File: src/rtl/card_swipe_decoder.sv
// Card reader front end: synchronises the reader lines, deserialises a 23-bit
// swipe frame and holds a checked entry code and card type until the card is pulled.
module card_swipe_decoder #(
    parameter int         TIMEOUT_CYCLES = 27000,
    parameter logic [3:0] SENTINEL       = 4'b1011
) (
    input  logic        clk,
    input  logic        reset_n,
    input  logic        card_present,
    input  logic        card_strobe,
    input  logic        card_data,
    output logic        card_read,
    output logic [15:0] entry_code_on_card,
    output logic [1:0]  card_type,
    output logic        frame_error
);

    localparam int GAP_W = $clog2(TIMEOUT_CYCLES + 1);
    localparam logic [GAP_W-1:0] GAP_LIMIT = GAP_W'(TIMEOUT_CYCLES);
    localparam logic [4:0] LAST_BIT = 5'd22;

    typedef enum logic [2:0] {
        IDLE     = 3'd0,
        SHIFT    = 3'd1,
        CHECK    = 3'd2,
        HOLD     = 3'd3,
        WAIT_OUT = 3'd4
    } state_t;

    state_t            state_q, state_d;
    logic [1:0]        present_sync_q, strobe_sync_q, data_sync_q;
    logic              strobe_prev_q;
    logic [22:0]       shift_q, shift_d;
    logic [4:0]        bit_cnt_q, bit_cnt_d;
    logic [GAP_W-1:0]  gap_cnt_q, gap_cnt_d;
    logic              card_read_q, card_read_d;
    logic [15:0]       code_q, code_d;
    logic [1:0]        type_q, type_d;
    logic              frame_error_q, frame_error_d;

    logic present_s, data_s, strobe_rise;
    logic sentinel_ok, parity_ok;

    assign present_s   = present_sync_q[1];
    assign data_s      = data_sync_q[1];
    assign strobe_rise = strobe_sync_q[1] & ~strobe_prev_q;
    assign sentinel_ok = (shift_q[22:19] == SENTINEL);
    // Odd parity across type, code and the parity bit itself
    assign parity_ok   = ^shift_q[18:0];

    always_ff @(posedge clk or negedge reset_n) begin
        if (!reset_n) begin
            present_sync_q <= '0;
            strobe_sync_q  <= '0;
            data_sync_q    <= '0;
            strobe_prev_q  <= 1'b0;
            state_q        <= IDLE;
            shift_q        <= '0;
            bit_cnt_q      <= '0;
            gap_cnt_q      <= '0;
            card_read_q    <= 1'b0;
            code_q         <= '0;
            type_q         <= '0;
            frame_error_q  <= 1'b0;
        end else begin
            present_sync_q <= {present_sync_q[0], card_present};
            strobe_sync_q  <= {strobe_sync_q[0], card_strobe};
            data_sync_q    <= {data_sync_q[0], card_data};
            strobe_prev_q  <= strobe_sync_q[1];
            state_q        <= state_d;
            shift_q        <= shift_d;
            bit_cnt_q      <= bit_cnt_d;
            gap_cnt_q      <= gap_cnt_d;
            card_read_q    <= card_read_d;
            code_q         <= code_d;
            type_q         <= type_d;
            frame_error_q  <= frame_error_d;
        end
    end

    always_comb begin
        state_d       = state_q;
        shift_d       = shift_q;
        bit_cnt_d     = bit_cnt_q;
        gap_cnt_d     = gap_cnt_q;
        card_read_d   = card_read_q;
        code_d        = code_q;
        type_d        = type_q;
        frame_error_d = 1'b0;

        case (state_q)
            IDLE: begin
                if (present_s && strobe_rise) begin
                    shift_d   = {22'd0, data_s};
                    bit_cnt_d = 5'd1;
                    gap_cnt_d = '0;
                    state_d   = SHIFT;
                end
            end
            SHIFT: begin
                // Removal beats timeout, and timeout beats a coincident strobe edge
                if (!present_s) begin
                    state_d   = IDLE;
                    shift_d   = '0;
                    bit_cnt_d = '0;
                    gap_cnt_d = '0;
                end else if (gap_cnt_q == GAP_LIMIT) begin
                    frame_error_d = 1'b1;
                    state_d       = WAIT_OUT;
                    shift_d       = '0;
                    bit_cnt_d     = '0;
                    gap_cnt_d     = '0;
                end else if (strobe_rise) begin
                    shift_d   = {shift_q[21:0], data_s};
                    gap_cnt_d = '0;
                    if (bit_cnt_q == LAST_BIT) begin
                        bit_cnt_d = '0;
                        state_d   = CHECK;
                    end else begin
                        bit_cnt_d = bit_cnt_q + 5'd1;
                    end
                end else if (gap_cnt_q != GAP_LIMIT) begin
                    gap_cnt_d = gap_cnt_q + 1'b1;
                end
            end
            CHECK: begin
                shift_d = '0;
                if (sentinel_ok && parity_ok) begin
                    card_read_d = 1'b1;
                    code_d      = shift_q[16:1];
                    type_d      = shift_q[18:17];
                    state_d     = HOLD;
                end else begin
                    frame_error_d = 1'b1;
                    state_d       = WAIT_OUT;
                end
            end
            HOLD: begin
                if (!present_s) begin
                    card_read_d = 1'b0;
                    code_d      = '0;
                    type_d      = '0;
                    state_d     = IDLE;
                end
            end
            WAIT_OUT: begin
                if (!present_s) begin
                    state_d = IDLE;
                end
            end
            default: begin
                state_d = IDLE;
            end
        endcase
    end

    assign card_read          = card_read_q;
    assign entry_code_on_card = code_q;
    assign card_type          = type_q;
    assign frame_error        = frame_error_q;

endmodule
File: config.mk
export PLATFORM = sky130hd
export DESIGN_NAME = card_swipe_decoder
export DESIGN_NICKNAME = d
export VERILOG_FILES = /design/src/rtl/card_swipe_decoder.sv
export SDC_FILE = /design/constraint.sdc
export NUM_CORES = 1
export LEC_CHECK = 0
export BUFFER_PORTS_ARGS = -buffer_cell sky130_fd_sc_hd__clkbuf_2
export CAP_MARGIN = 20
export CORE_ASPECT_RATIO = 0.9
export CORE_MARGIN = 3
export CORE_UTILIZATION = 39
export DETAILED_ROUTE_END_ITERATION = 8
export PLACE_DENSITY = 0.6
export RECOVER_POWER = 50
export SLEW_MARGIN = 20
export SYNTH_ARGS = -nofsm -noshare
export SYNTH_HDL_FRONTEND = slang
export SYNTH_SLANG_ARGS = --single-unit
File: constraint.sdc
create_clock -name clk -period 2.1 [get_ports clk]
set_input_delay 0 -clock clk [delete_from_list [all_inputs] [get_ports clk]]
set_output_delay 0 -clock clk [all_outputs]
set_load 0.005 [all_outputs]
# == Word-level counts from Yosys, hierarchy flattened ==
# Cells that the tools add are included.
# Widths: inputs -> output; s select.
# op_classes
addsub,2
eq_ne,15
muxes,38
n_bitwise,2
n_reduce_logical,13
# ops
operator,n
$mux 23,4
$mux 15,5
$pmux 23 s3,1
$mux 16,2
$pmux 16 s2,1
$pmux 15 s2,1
$mux 5,5
$mux 3,7
$reduce_xor 19->1,1
$add 15x1->15 const B,1
$eq 15x15->1 const B,1
$ne 15x15->1 const B,1
$pmux 3 s4,1
$reduce_and 3->1,4
$pmux 5 s2,1
$ne 2x2->1 const B,4
$ne 4x4->1 const B,2
$eq 3x2->1 const B,2
$add 5x1->5 const B,1
$eq 5x5->1 const B,1
$mux 1,5
$ne 5x5->1 const B,1
$eq 4x4->1 const B,1
$mux 2,2
12 further kinds,15
# word_totals
regBits,73
in_bits,5
output_inout_bits,20
wordCells,82

# == Depth between registers and ports, before layout ==
# logic_depth
ltp_word,6
ltp_mapped,10
depth_no_buf,8

# == Least setup slack after synthesis ==
# Ideal clock, no wire load.
# synth_path
path_kind,flip-flop to flip-flop
start,register gap_cnt_q[0]
end,register bit_cnt_q[4]
setup_ns,0.095
t_arrival_ns,1.908
required_time_ns,2.005
setup_slack_ns,0.096
stages_incl_launch_ff,10
path_buffers,1
period_less_slack_ns,2.004
cell_sequence,dfrtp_1 inv_1 ha_1 and4bb_2 nand4_2 and3_1 clkbuf_1 nor2_1 nand3_1 o31ai_1
# synth_via
elab_chain_len,4
word_cells_on_any_way,6
classes_between,eq/ne: 2; mux: 3; reduce/logical: 1
# synth_rtl
element,line,rtl
start: declaration,35,"logic [GAP_W-1:0] gap_cnt_q, gap_cnt_d;"
start signal: assignment,73,gap_cnt_q <= gap_cnt_d;
$eq 15x15->1 (*),107,end else if (gap_cnt_q == GAP_LIMIT) begin
$mux 5,107,
$mux 5,102,if (!present_s) begin
$pmux 5 s2,91,case (state_q)
end signal: assignment,72,bit_cnt_q <= bit_cnt_d;
end: declaration,34,"logic [4:0] bit_cnt_q, bit_cnt_d;"
# Every way passes the cells marked *; elsewhere a longest branch is shown, timed or not.
# A chain may end at the register's enable or synchronous reset.

# == Final worst setup path ==
# layout_path
start,register shift_q[14]
end,register code_q[7] (netlist: entry_code_on_card[7])
# layout_via
elab_chain_len,4
# layout_rtl
element,line,rtl
start: declaration,33,"logic [22:0] shift_q, shift_d;"
start signal: assignment,71,shift_q <= shift_d;
$reduce_xor 19->1,49,assign parity_ok = ^shift_q[18:0];
$logic_and 1x1->1,128,if (sentinel_ok && parity_ok) begin
$ne 2x2->1 (no line),n/a,
$reduce_and 3->1 (no line),n/a,
end signal: assignment,75,code_q <= code_d;
end: declaration,37,"logic [15:0] code_q, code_d;"
# Every way passes these cells.

==> metrics.md <==
| Metric | Value |
|---|---|
| Status | finished with violations |
| Failing checks | max-capacitance violations, max-slew violations |
| Post-synthesis xor/xnor area fraction | 0.0643 |
| Avg WL per Cell | 14.5 um |
| Slew margin rel. | -0.102 |
| Root buffer cell | clkbuf_8 |
| Critical-path top delay cell | xnor3_2 |
| Top FF cell, synth | dfrtp_1 |
| Worst path top cell family by delay | XOR/XNOR gates |
| FF-to-FF path depth | 7 |
| Multi-input logic area | approximately 1800 um^2 |
| CTS Buf Count | 9 |
| Yosys top cell area share | 0.505 |
| Global Route Usage Sum | 0.167 |
| Top post-synthesis cells by count | 88 x nand2_1, 73 x dfrtp_1, 43 x o21ai_0, 18 x nor2_1, 17 x xnor2_1 |
| H-tree depth | 3 |
| Number of synthesized flops with an enable pin | 0 |
| Share of layout cells above drive strength 1 | 0.197 |
| Reg-to-reg endpoint | entry_code_on_card[7] |
| Leakage | 1.92 nW |
| CTS tree | done |
| Final instance area | 4370 um^2 |
| Dominant cell type by area after synthesis | dfrtp_1 |
| Congestion Overflow GR | 0 |
| HP Class | input pin to register |
| Final Max Slew Viols | 74 |
| Critical path, cell by cell | xnor2_2 > xnor2_2 > xnor2_2 > xnor3_2 > buf_6 > a32oi_1 > o21ai_2 |
| Tmin final | 2.08 ns |
| Die Y | 97.4 um |
| Buf+Inv Stages, Crit Path | 1 |
| Reg2reg start | shift_q[14] |
| Crit path DAT | 2.31 ns |
| Clock slew at the register clock pins of the worst setup and hold paths | 0.08 ns |
| Initial core utilization | 0.411 |
| CP Launch Point | shift_q[14] |
| Synthesis-to-finish area growth | 20.7% |
| Final HPWL DP | 5250 um |
| Core area | 8810 um^2 |
| Cell Area, Placed | 3990 um^2 |
| Peak supply drop | 0.000675 V |
| Nets | 447 |
| Adder-cell area share of the yosys netlist | 0.0138 |
| Synth Warn # | 0 |
| # IOs | 25 |
| Largest net degree at the start of global routing | 74 |
| Routed Antenna Nets | 0 |
| Full die area | 10500 um^2 |
| Post-Syn Instances | 390 |
| Synthesis-stage register bit count | 73 |
| Max-Cap Viols | 1 |
| CP dominant cell by count | xnor2_2 |
| Syn avg cell area | 9.28 um^2 |
| Via count of the routed design | 2937 |
| Final wirelength | 8140 um |
| Vias in the first global route | 2754 |
| Initial DRC Count | approximately 130 |
| Setup TNS | 0 ns |
| Final setup viols | 0 |
| F_max | 481 MHz |
| Worst-skew pair later-pin latency | 0.35 ns |
| Sequential element share of the synthesized area | 0.505 |
| Combinational family with the most area after synthesis | simple AND/OR/NAND/NOR gates |
| Multiplexer share of the synthesized area | 0.00830 |
| Worst Tran Pin Value | 1.65 ns |
| # fillers | 846 |
| CP Capture Type | register |
| DRC errors left | 0 |
| Most common cell in the netlist | nand2_1 |
| Post-synthesis simple-gate area fraction | 0.199 |
| Synth async-reset ratio | 1.00 |
| Critical Path RT | 2.33 ns |
| Pwr per Cell Area | a little over 900 nW/um^2 |
| R2R setup slack | 0.02 ns |
| Sequential Area | 1830 um^2 |
| RSZ-0062 raised after global routing | yes |
| Initial antenna violation count | 0 |
| Hold Path Cell Cnt | 2 |
| Final hold violations | 0 |
| Crit path max fanout | 13 |
| Diodes inserted | 0 |
| Kind of critical path | register to register |
| Synthesized area | roughly 3600 um^2 |
| Synth area leaders | dfrtp_1 50%, nand2_1 9.1%, o21ai_0 5.9% |
| Synth unique cells | 44 |
| Port-buffer cells | 24 |
| Global-route wire length before repair | 13900 um |
| Sink Count | 73 |
| Setup crit start kind | register |
| Post-layout util | 0.496 |
| Worst hold endpoint | strobe_sync_q[0] |
| DR pass1 iterations | 4 |
| Die Wd | 108 um |
| Vias per cell | ~5.2 |
| Final GP Congestion | 0.831 |
| Hold Crit Start | card_strobe |
| Post-synthesis compound-gate area fraction | 0.173 |
| Synth Net Count | 399 |
| Final Cycle Share | 0.990 |
| Slowest Stage Delay on Critical Path | 0.49 ns |
| CTS Buffer Depth | 2 |
| Std-Cell Rows | 32 |
| Clock skew | 0.00952 ns |
-- through the flow --
step	cells	power, W	setup WS, ns	hold WS (ns)
finish	561	0.00408	0.0213	0.304
global route	561	0.00436	-0.0866	0.280
CTS	561	0.00405	0.0199	0.275
detailed placement	537	0.00290	-0.0158	0.110
global placement	537	0.00287	0.0339	0.108
floorplan	390	0.00251	0.0962	-0.296
-- per-layer routing --
metal  part of all wire  GRT usage  wire [um]
met1               0.52      0.258       4230
met4              0.017     0.0505        139
met2               0.41      0.217       3310
met5                  0          0          0
met3              0.057     0.0565        463
-- repair_timing --
action	4_1_cts	5_1_grt
gates resized for setup	2	22
hold endpoints to repair	76	0
endpoints found under the setup margin	9	45
buffers inserted	4	0
pin swaps	3	2
hold buffers	4	0
gates cloned	1	0
-- layout by cell type, fill, tap and decap left out, types with 5 or more instances in the layout --
master and n:
clkbuf_1 8, and3_1 7, nand2_1 88, inv_1 8, nand2b_1 5, xnor2_2 6, xnor2_1 12, nor2_1 18
clkbuf_2 16, o21ai_0 42, a21oi_1 6, xor2_1 5, o21ai_2 5, o31ai_1 7, dfrtp_1 72, buf_4 25
nand3_1 13, a32oi_1 11, clkbuf_8 11, o21ai_1 12
-- where the power goes --
group | switching, W | total [W] | internal [W] | leakage (nW)
Clock | 0.000504 | 0.00111 | 0.000604 | 0.102
Sequential | 0.0000943 | 0.00159 | 0.00150 | 0.994
Combinational | 0.000891 | 0.00138 | 0.000490 | 0.828
Total | 0.00149 | 0.00408 | 0.00259 | 1.92
-- flip-flops by register name, summed over array words and instances, names as in the netlist --
name / count
strobe_sync_q: 2
gap_cnt_q: 15
card_type: 2
bit_cnt_q: 5
state_q: 3
strobe_prev_q: 1
data_sync_q: 2
shift_q: 23
present_sync_q: 2
card_read: 1
entry_code_on_card: 16
frame_error: 1
-- worst register-to-register path: cells and delay by family, from the launching register on --
family | cells | cell delay [ns]
flops | 1 | 0.44
compound gates | 2 | 0.32
xor+xnor | 4 | 1.04
buf+inv | 1 | 0.18
-- logic make-up after synthesis --
| kind of cell | after synthesis |
|---|---|
| XOR/XNOR | 24 |
| buffers and inverters | 29 |
| AND/OR/NAND/NOR | 156 |
| adder cells (fa/ha/maj) | 4 |
| flip-flops | 73 |
| AO/OA/AOI/OAI | 101 |
| multiplexers | 3 |
-- worst max-delay path by stage --
stage,to,slack (ns),depth (start not counted)
6_report,entry_code_on_card[7],0.02,7
5_1_grt,entry_code_on_card[7],-0.09,7
4_1_cts,entry_code_on_card[8],0.02,7
3_5_place_dp,entry_code_on_card[11],-0.02,7
3_3_place_gp,entry_code_on_card[1],0.03,7
2_1_floorplan,bit_cnt_q[4],0.1,9
-- final cells by class --
type                       count  share of cell area
tap                          119              0.0341
clock inverter                 3             0.00916
multi-input combinational    289               0.408
timing repair buffer          57              0.0879
clock buffer                  12              0.0355
inverter                       8             0.00687
sequential                    73               0.418
Note: power is estimated with default switching activity, not from simulation.
